[config.mk]
export PLATFORM = sky130hd
export DESIGN_NAME = sparc_ifu_thrsched
export DESIGN_NICKNAME = d
export VERILOG_FILES = /design/src/rtl/sparc_ifu_thr_pkg.sv /design/src/rtl/sparc_ifu_rr_pick4.sv /design/src/rtl/sparc_ifu_thrsched.sv
export SDC_FILE = /design/constraint.sdc
export NUM_CORES = 1
export LEC_CHECK = 0
export CORE_MARGIN = 2
export CORE_UTILIZATION = 43
export CTS_CLUSTER_DIAMETER = 40
export DETAILED_ROUTE_END_ITERATION = 10
export PLACE_DENSITY = 0.79
export SETUP_SLACK_MARGIN = 0.1
export SLEW_MARGIN = 20
export SYNTH_ARGS = -nofsm -noshare
export SYNTH_HDL_FRONTEND = slang
export SYNTH_HIERARCHICAL = 1
export SYNTH_SLANG_ARGS = --single-unit
[constraint.sdc]
create_clock -name clk -period 5.1 [get_ports clk]
set_input_delay 1.275 -clock clk [delete_from_list [all_inputs] [get_ports clk]]
set_output_delay 1.275 -clock clk [all_outputs]
set_load 0.005 [all_outputs]
[src/rtl/sparc_ifu_thr_pkg.sv]
// Thread FSM state encodings and decode helpers shared by the IFU thread
// FSMs and the thread scheduler.
package sparc_ifu_thr_pkg;

    localparam int NTHR = 4;

    localparam logic [4:0] THRFSM_IDLE     = 5'b00000;
    localparam logic [4:0] THRFSM_HALT     = 5'b00010;
    localparam logic [4:0] THRFSM_WAIT     = 5'b00001;
    localparam logic [4:0] THRFSM_RDY      = 5'b11001;
    localparam logic [4:0] THRFSM_RUN      = 5'b00101;
    localparam logic [4:0] THRFSM_SPEC_RDY = 5'b10011;
    localparam logic [4:0] THRFSM_SPEC_RUN = 5'b00111;

    // Exact decodes: a corrupted code is never a candidate and never running.
    function automatic logic is_running(input logic [4:0] st);
        return (st == THRFSM_RUN) || (st == THRFSM_SPEC_RUN);
    endfunction

    function automatic logic is_rdy(input logic [4:0] st);
        return st == THRFSM_RDY;
    endfunction

    function automatic logic is_spec_rdy(input logic [4:0] st);
        return st == THRFSM_SPEC_RDY;
    endfunction

endpackage

[src/rtl/sparc_ifu_rr_pick4.sv]
// Four-way round-robin picker: searches ptr+1 .. ptr+4 (mod 4) and grants
// the first requesting slot. Purely combinational.
module sparc_ifu_rr_pick4 (
    input  logic [3:0] req_i,
    input  logic [1:0] ptr_i,
    output logic [3:0] grant_o,
    output logic [1:0] idx_o
);

    logic       found;
    logic [1:0] cand;

    always_comb begin
        grant_o = '0;
        idx_o   = ptr_i;
        found   = 1'b0;
        cand    = '0;
        for (int k = 1; k <= 4; k++) begin
            cand = ptr_i + 2'(k);
            if (!found && req_i[cand]) begin
                found          = 1'b1;
                grant_o[cand]  = 1'b1;
                idx_o          = cand;
            end
        end
    end

endmodule

[src/rtl/sparc_ifu_thrsched.sv]
// IFU thread scheduler: round-robin switch-in of RDY (then SPEC_RDY) threads
// with a run quantum that forces a switch-out when another RDY thread waits.
module sparc_ifu_thrsched
    import sparc_ifu_thr_pkg::*;
#(
    parameter int QUANTUM = 16,
    parameter int CNT_W   = 4
) (
    input  logic       clk,
    input  logic       reset,
    input  logic [4:0] thr0_state,
    input  logic [4:0] thr1_state,
    input  logic [4:0] thr2_state,
    input  logic [4:0] thr3_state,
    input  logic [3:0] thr_stall,
    input  logic       sw_cond,
    input  logic       fcl_hold,
    input  logic       spec_en,
    output logic [3:0] schedule,
    output logic       switch_out,
    output logic [3:0] run_thr,
    output logic [1:0] last_thr,
    output logic       err_multi_run
);

    localparam logic [CNT_W-1:0] Q_LAST = CNT_W'(QUANTUM - 1);

    logic [4:0]       thr_state [NTHR];
    logic [NTHR-1:0]  running, rdy, spc, pick_req, pick_grant;
    logic [1:0]       pick_idx;
    logic             any_run, err_cond, leaving, q_exp, sw_int, sched_en;

    logic [1:0]       last_thr_q;
    logic [CNT_W-1:0] cnt_q, cnt_d;
    logic             err_q;

    assign thr_state[0] = thr0_state;
    assign thr_state[1] = thr1_state;
    assign thr_state[2] = thr2_state;
    assign thr_state[3] = thr3_state;

    always_comb begin
        running = '0;
        rdy     = '0;
        spc     = '0;
        for (int i = 0; i < NTHR; i++) begin
            running[i] = is_running(thr_state[i]);
            rdy[i]     = is_rdy(thr_state[i]);
            spc[i]     = is_spec_rdy(thr_state[i]) & spec_en;
        end
    end

    assign any_run  = |running;
    // Clearing the lowest set bit leaves something only if two or more are set.
    assign err_cond = |(running & (running - 4'd1));
    assign leaving  = (|(running & thr_stall)) | (any_run & sw_cond);
    assign q_exp    = any_run & (cnt_q == Q_LAST);
    assign sw_int   = q_exp & (|rdy) & ~leaving & ~fcl_hold & ~err_cond;
    assign sched_en = ~fcl_hold & ~err_cond & (~any_run | leaving | sw_int);
    assign pick_req = (|rdy) ? rdy : spc;

    sparc_ifu_rr_pick4 u_pick (
        .req_i   (pick_req),
        .ptr_i   (last_thr_q),
        .grant_o (pick_grant),
        .idx_o   (pick_idx)
    );

    assign schedule      = (sched_en & ~reset) ? pick_grant : '0;
    assign switch_out    = sw_int & ~reset;
    assign run_thr       = running;
    assign last_thr      = last_thr_q;
    assign err_multi_run = err_q;

    // Quantum counter saturates at QUANTUM-1 and freezes while the pipe holds.
    always_comb begin
        cnt_d = cnt_q;
        if (|schedule) begin
            cnt_d = '0;
        end else if (any_run && (cnt_q < Q_LAST) && !fcl_hold) begin
            cnt_d = cnt_q + 1'b1;
        end
    end

    always_ff @(posedge clk) begin
        if (reset) begin
            last_thr_q <= 2'b11;
            cnt_q      <= '0;
            err_q      <= 1'b0;
        end else begin
            if (|schedule) begin
                last_thr_q <= pick_idx;
            end
            cnt_q <= cnt_d;
            err_q <= err_q | err_cond;
        end
    end

endmodule
==> flow_summary.json, run 1 <==
{
  "status": "stopped before the end",
  "haltStage": "global routing (5_1_grt)",
  "tool.error": "[ERROR GRT-0232] Routing congestion too high. Check the congestion heatmap in the GUI.",
  "synthTopCellsByCount": "15 x nor2_1, 9 x ha_1, 8 x nand3b_1",
  "synth-seq-cells": 7,
  "die_w_um": 53.1,
  "die-height_um": 53.1,
  "clock-sinks": 7,
  "ctsHoldBuffers": 0,
  "synth_area_leaders": "dfxtp_1 14%, ha_1 11%, mux4_1 7.6%",
  "synth.net_count": 152,
  "root_buffer": "clkbuf_4",
  "grt_start_max_net_pins": 16,
  "crit_endpoint": "schedule[1]",
  "synth.top_cell.area_share_pct": 13.5,
  "rows": 17,
  "h-tree-depth": 1,
  "dp.final_hpwl_um": 2510,
  "grt_overflow": 2,
  "start_util_pct": 45.9,
  "worst_endpoint_kind": "top-level output",
  "place_congestion": 0.816,
  "syn_area_um2": 1040,
  "portBuffers": 40,
  "synthCells": 114,
  "grt.total_usage_pct": 61.5,
  "yosys_warnings": 6,
  "synth_edf_count": 0,
  "synth_top_area_cell": "dfxtp_1",
  "avgSynthCellArea_um2": 9.09,
  "synth_ff_type": "dfxtp_1",
  "ys_types": 39,
  "synth_most_common_cell": "nor2_1",
  "clk_path_buf_depth": 2,
  "synthArstFlopShare_pct": 0,
  "numCtsBuffers": 3,
  "boundaryPins": 41,
  "seq_area_frac_synth_pct": 13.5
}
-- what timing repair did --
action | 4_1_cts
resized for setup | 65
pin swaps | 22
cloned | 0
setup endpoints to repair | 4
buffers inserted | 42
endpoints found under the hold margin | 0
-- routing by layer --
layer / overflow / track usage (%)
met1: 0 / 61.0
met2: 1 / 84.4
met3: 0 / 38.4
met4: 1 / 61.5
met5: 0 / 0
-- through the flow --
step                util (%)  std cells  setup slack (ns)  instance area [um2]
detailed placement      70.9        199            -0.499                 1600
floorplan                  -        114             0.753                 1040
CTS                     91.5        245            0.0878                 2060
global placement        70.9        199            -0.372                 1600
-- kinds of logic after synthesis --
logic type,Yosys count,synth area share (%)
muxes,11,18.0
DFF,7,13.5
AOI/OAI and AO/OA,25,18.1
and+or+nand+nor,53,33.6
xor gates and xnor gates,4,3.38
adders and majority gates,9,10.9
buffers and inverters,5,2.54
==> inputs of run 2 (changes only) <==
--- a/config.mk
+++ b/config.mk
@@ -5,12 +5,10 @@
 export SDC_FILE = /design/constraint.sdc
 export NUM_CORES = 1
 export LEC_CHECK = 0
-export CORE_MARGIN = 2
-export CORE_UTILIZATION = 43
-export CTS_CLUSTER_DIAMETER = 40
+export CORE_AREA = 2 2 63 65
 export DETAILED_ROUTE_END_ITERATION = 10
-export PLACE_DENSITY = 0.79
-export SETUP_SLACK_MARGIN = 0.1
+export DIE_AREA = 0 0 65 67
+export PLACE_DENSITY_LB_ADDON = 0.15
 export SLEW_MARGIN = 20
 export SYNTH_ARGS = -nofsm -noshare
 export SYNTH_HDL_FRONTEND = slang
==> flow_summary.json, run 2 <==
{
  "synth_most_common_cell": "nor2_1",
  "clk_pin_slew_ns": 0.04,
  "syn_area_um2": 1040,
  "leakage_nw": 1.06,
  "max_cap_viol_count": 0,
  "ff_latch_area_um2": 140,
  "grt.total_usage_pct": 17.4,
  "final_common_cell": "buf_4",
  "max_flop_register": "cnt_q",
  "relSlewSlack_pct": 64.2,
  "setup_ws_ns": 0.0712,
  "die-height_um": 67,
  "antenna_cells": 0,
  "clock-sinks": 7,
  "hold_class": "flip-flop to flip-flop",
  "min_period_ns": 5.03,
  "via_count": 1278,
  "start_util_pct": 28.7,
  "fin_skew_ns": 0.00174,
  "core_um2": 3610,
  "routed_wirelength_um": 3710,
  "synth.top_cell.area_share_pct": 13.5,
  "synth_top_area_cell": "dfxtp_1",
  "root_buffer": "clkbuf_8",
  "ys_types": 39,
  "rrSetupSlack_ns": 1.76,
  "pre_cts_ws_ns": -0.478,
  "cp.required_ns": 3.83,
  "synth_edf_count": 0,
  "antenna_found_initial": 0,
  "yosys_warnings": 6,
  "crit_path_start_kind": "input port",
  "synth_area_leaders": "dfxtp_1 14%, ha_1 11%, mux4_1 7.6%",
  "multi_input_area_um2": 1040,
  "synthArstFlopShare_pct": 0,
  "ctsHoldBuffers": 0,
  "boundaryPins": 41,
  "largest_reg_flops": 4,
  "clk_path_buf_depth": 2,
  "antenna_left": 0,
  "p_total_w": 0.000230,
  "period_share_pct": 98.6,
  "clock_latency_ns": 0.23,
  "h-tree-depth": 1,
  "cts_tree": "built",
  "place_congestion": 0.779,
  "avgSynthCellArea_um2": 9.09,
  "fillCellCount": 330,
  "worst_ep_arrival_time_ns": 3.75,
  "tightest_slew_ns": 0.529,
  "synth_ff_type": "dfxtp_1",
  "grt_first_pass_wirelength_um": 5850,
  "dp.final_hpwl_um": 2610,
  "seq_area_frac_synth_pct": 13.5,
  "synthCells": 114,
  "hold_viol": 0,
  "cellPowerDensity_nw_per_um2": 108,
  "fmax_mhz": 199,
  "final_cell_mix": "49 x buf_4, 19 x dlymetal6s2s_1, 16 x clkdlybuf4s50_1",
  "remaining_drc_errors": 0,
  "synthTopCellsByCount": "15 x nor2_1, 9 x ha_1, 8 x nand3b_1",
  "die-area_um2": 4360,
  "die_w_um": 65,
  "synth-seq-cells": 7,
  "grt_start_max_net_pins": 16,
  "cp-end-kind": "primary output",
  "vdd_ir_drop_max_mv": 0.124,
  "dr.pass1.iters": 4,
  "path_class": "input port to primary output",
  "place_area_um2": 1740,
  "fin_area_um2": 2140,
  "status": "completed",
  "rows": 22,
  "synth.net_count": 152,
  "portBuffers": 40,
  "nNetsFinal": 248,
  "setup_viol": 0,
  "grt_overflow": 0,
  "post_drt_wl_per_cell_um": 14.4,
  "drive_gt1_share_pct": 44.5,
  "cp_max_fo": 6,
  "grt_pass1_vias": 1337,
  "maxSlewViolCount": 0,
  "drt_iter0_markers": 56,
  "via_per_inst": 4.97,
  "area_growth_pct": 107,
  "numCtsBuffers": 3
}
-- run 2: worst paths after layout --
check / cells past startpoint / startpoint / endpoint
worst max-delay path: 13 / thr3_state[2] / schedule[1]
worst min register to register: 2 / err_multi_run / err_multi_run
worst max register to register: 14 / last_thr[0] / cnt_q[2]
worst min-delay path: 2 / err_multi_run / err_multi_run
-- run 2: kinds of logic after synthesis --
group                    after synthesis  synth area share [%]
AND/OR/NAND/NOR                       53                  33.6
flip-flops                             7                  13.5
buffers and inverters                  5                  2.54
XOR/XNOR                               4                  3.38
AO/OA/AOI/OAI                         25                  18.1
multiplexers                          11                  18.0
adder cells (fa/ha/maj)                9                  10.9
-- run 2: critical path: stages --
cell and delay, ns:
dlygate4sd2_1 0.24, nand3b_1 0.24, o22ai_4 0.21, nor3_4 0.08
nand3b_1 0.13, a21oi_4 0.09, mux4_2 0.60, buf_6 0.17
buf_6 0.10, a221oi_2 0.28, o2bb2ai_2 0.10, and2_1 0.14
buf_2 0.12
-- run 2: final cells by class --
| cell class | instances | share of cell area, % |
|---|---|---|
| multi-input combinational | 102 | 48.6 |
| timing repair buffer | 93 | 39.5 |
| sequential | 7 | 6.55 |
| tap | 48 | 2.81 |
| clock buffer | 4 | 2.10 |
| inverter | 3 | 0.526 |
-- run 2: stage by stage --
step	setup TNS (ns)	hold slack (ns)	utilization, %	std cells
2_1_floorplan	0	0.463	-	114
3_3_place_gp	-1.51	0.459	48.2	234
3_5_place_dp	-1.89	0.469	48.2	234
4_1_cts	0	0.484	54.4	252
5_1_grt	-0.0515	0.532	59.4	257
6_report	0	0.476	59.4	257
-- run 2: repair_timing --
action	in CTS	in global routing
setup endpoints to repair	4	4
pin swaps	17	16
buffers inserted	14	5
gates resized for setup	35	32
-- run 2: layer usage --
layer | GRT usage, % | vias to the layer above | part of all wire, %
met2 | 33.0 | 21 | 55
met5 | 0 | - | 0
met3 | 2.03 | 8 | 2.1
li1 | - | 637 | -
met4 | 7.71 | 0 | 2.1
met1 | 19.3 | 612 | 41
-- run 2: power breakdown --
part           internal (W)  switching (W)
registers         0.0000560    0.000000732
clock network     0.0000541      0.0000241
logic             0.0000581      0.0000373
No activity file was read; power rests on OpenSTA's default activity.
==> inputs of run 3 (changes only) <==
--- a/config.mk
+++ b/config.mk
@@ -8,6 +8,7 @@
 export CORE_AREA = 2 2 63 65
 export DETAILED_ROUTE_END_ITERATION = 10
 export DIE_AREA = 0 0 65 67
+export HOLD_SLACK_MARGIN = 0.06
 export PLACE_DENSITY_LB_ADDON = 0.15
 export SLEW_MARGIN = 20
 export SYNTH_ARGS = -nofsm -noshare
==> results of run 3 <==
No change in the layout: final DEF, timing and power equal those of run 2.
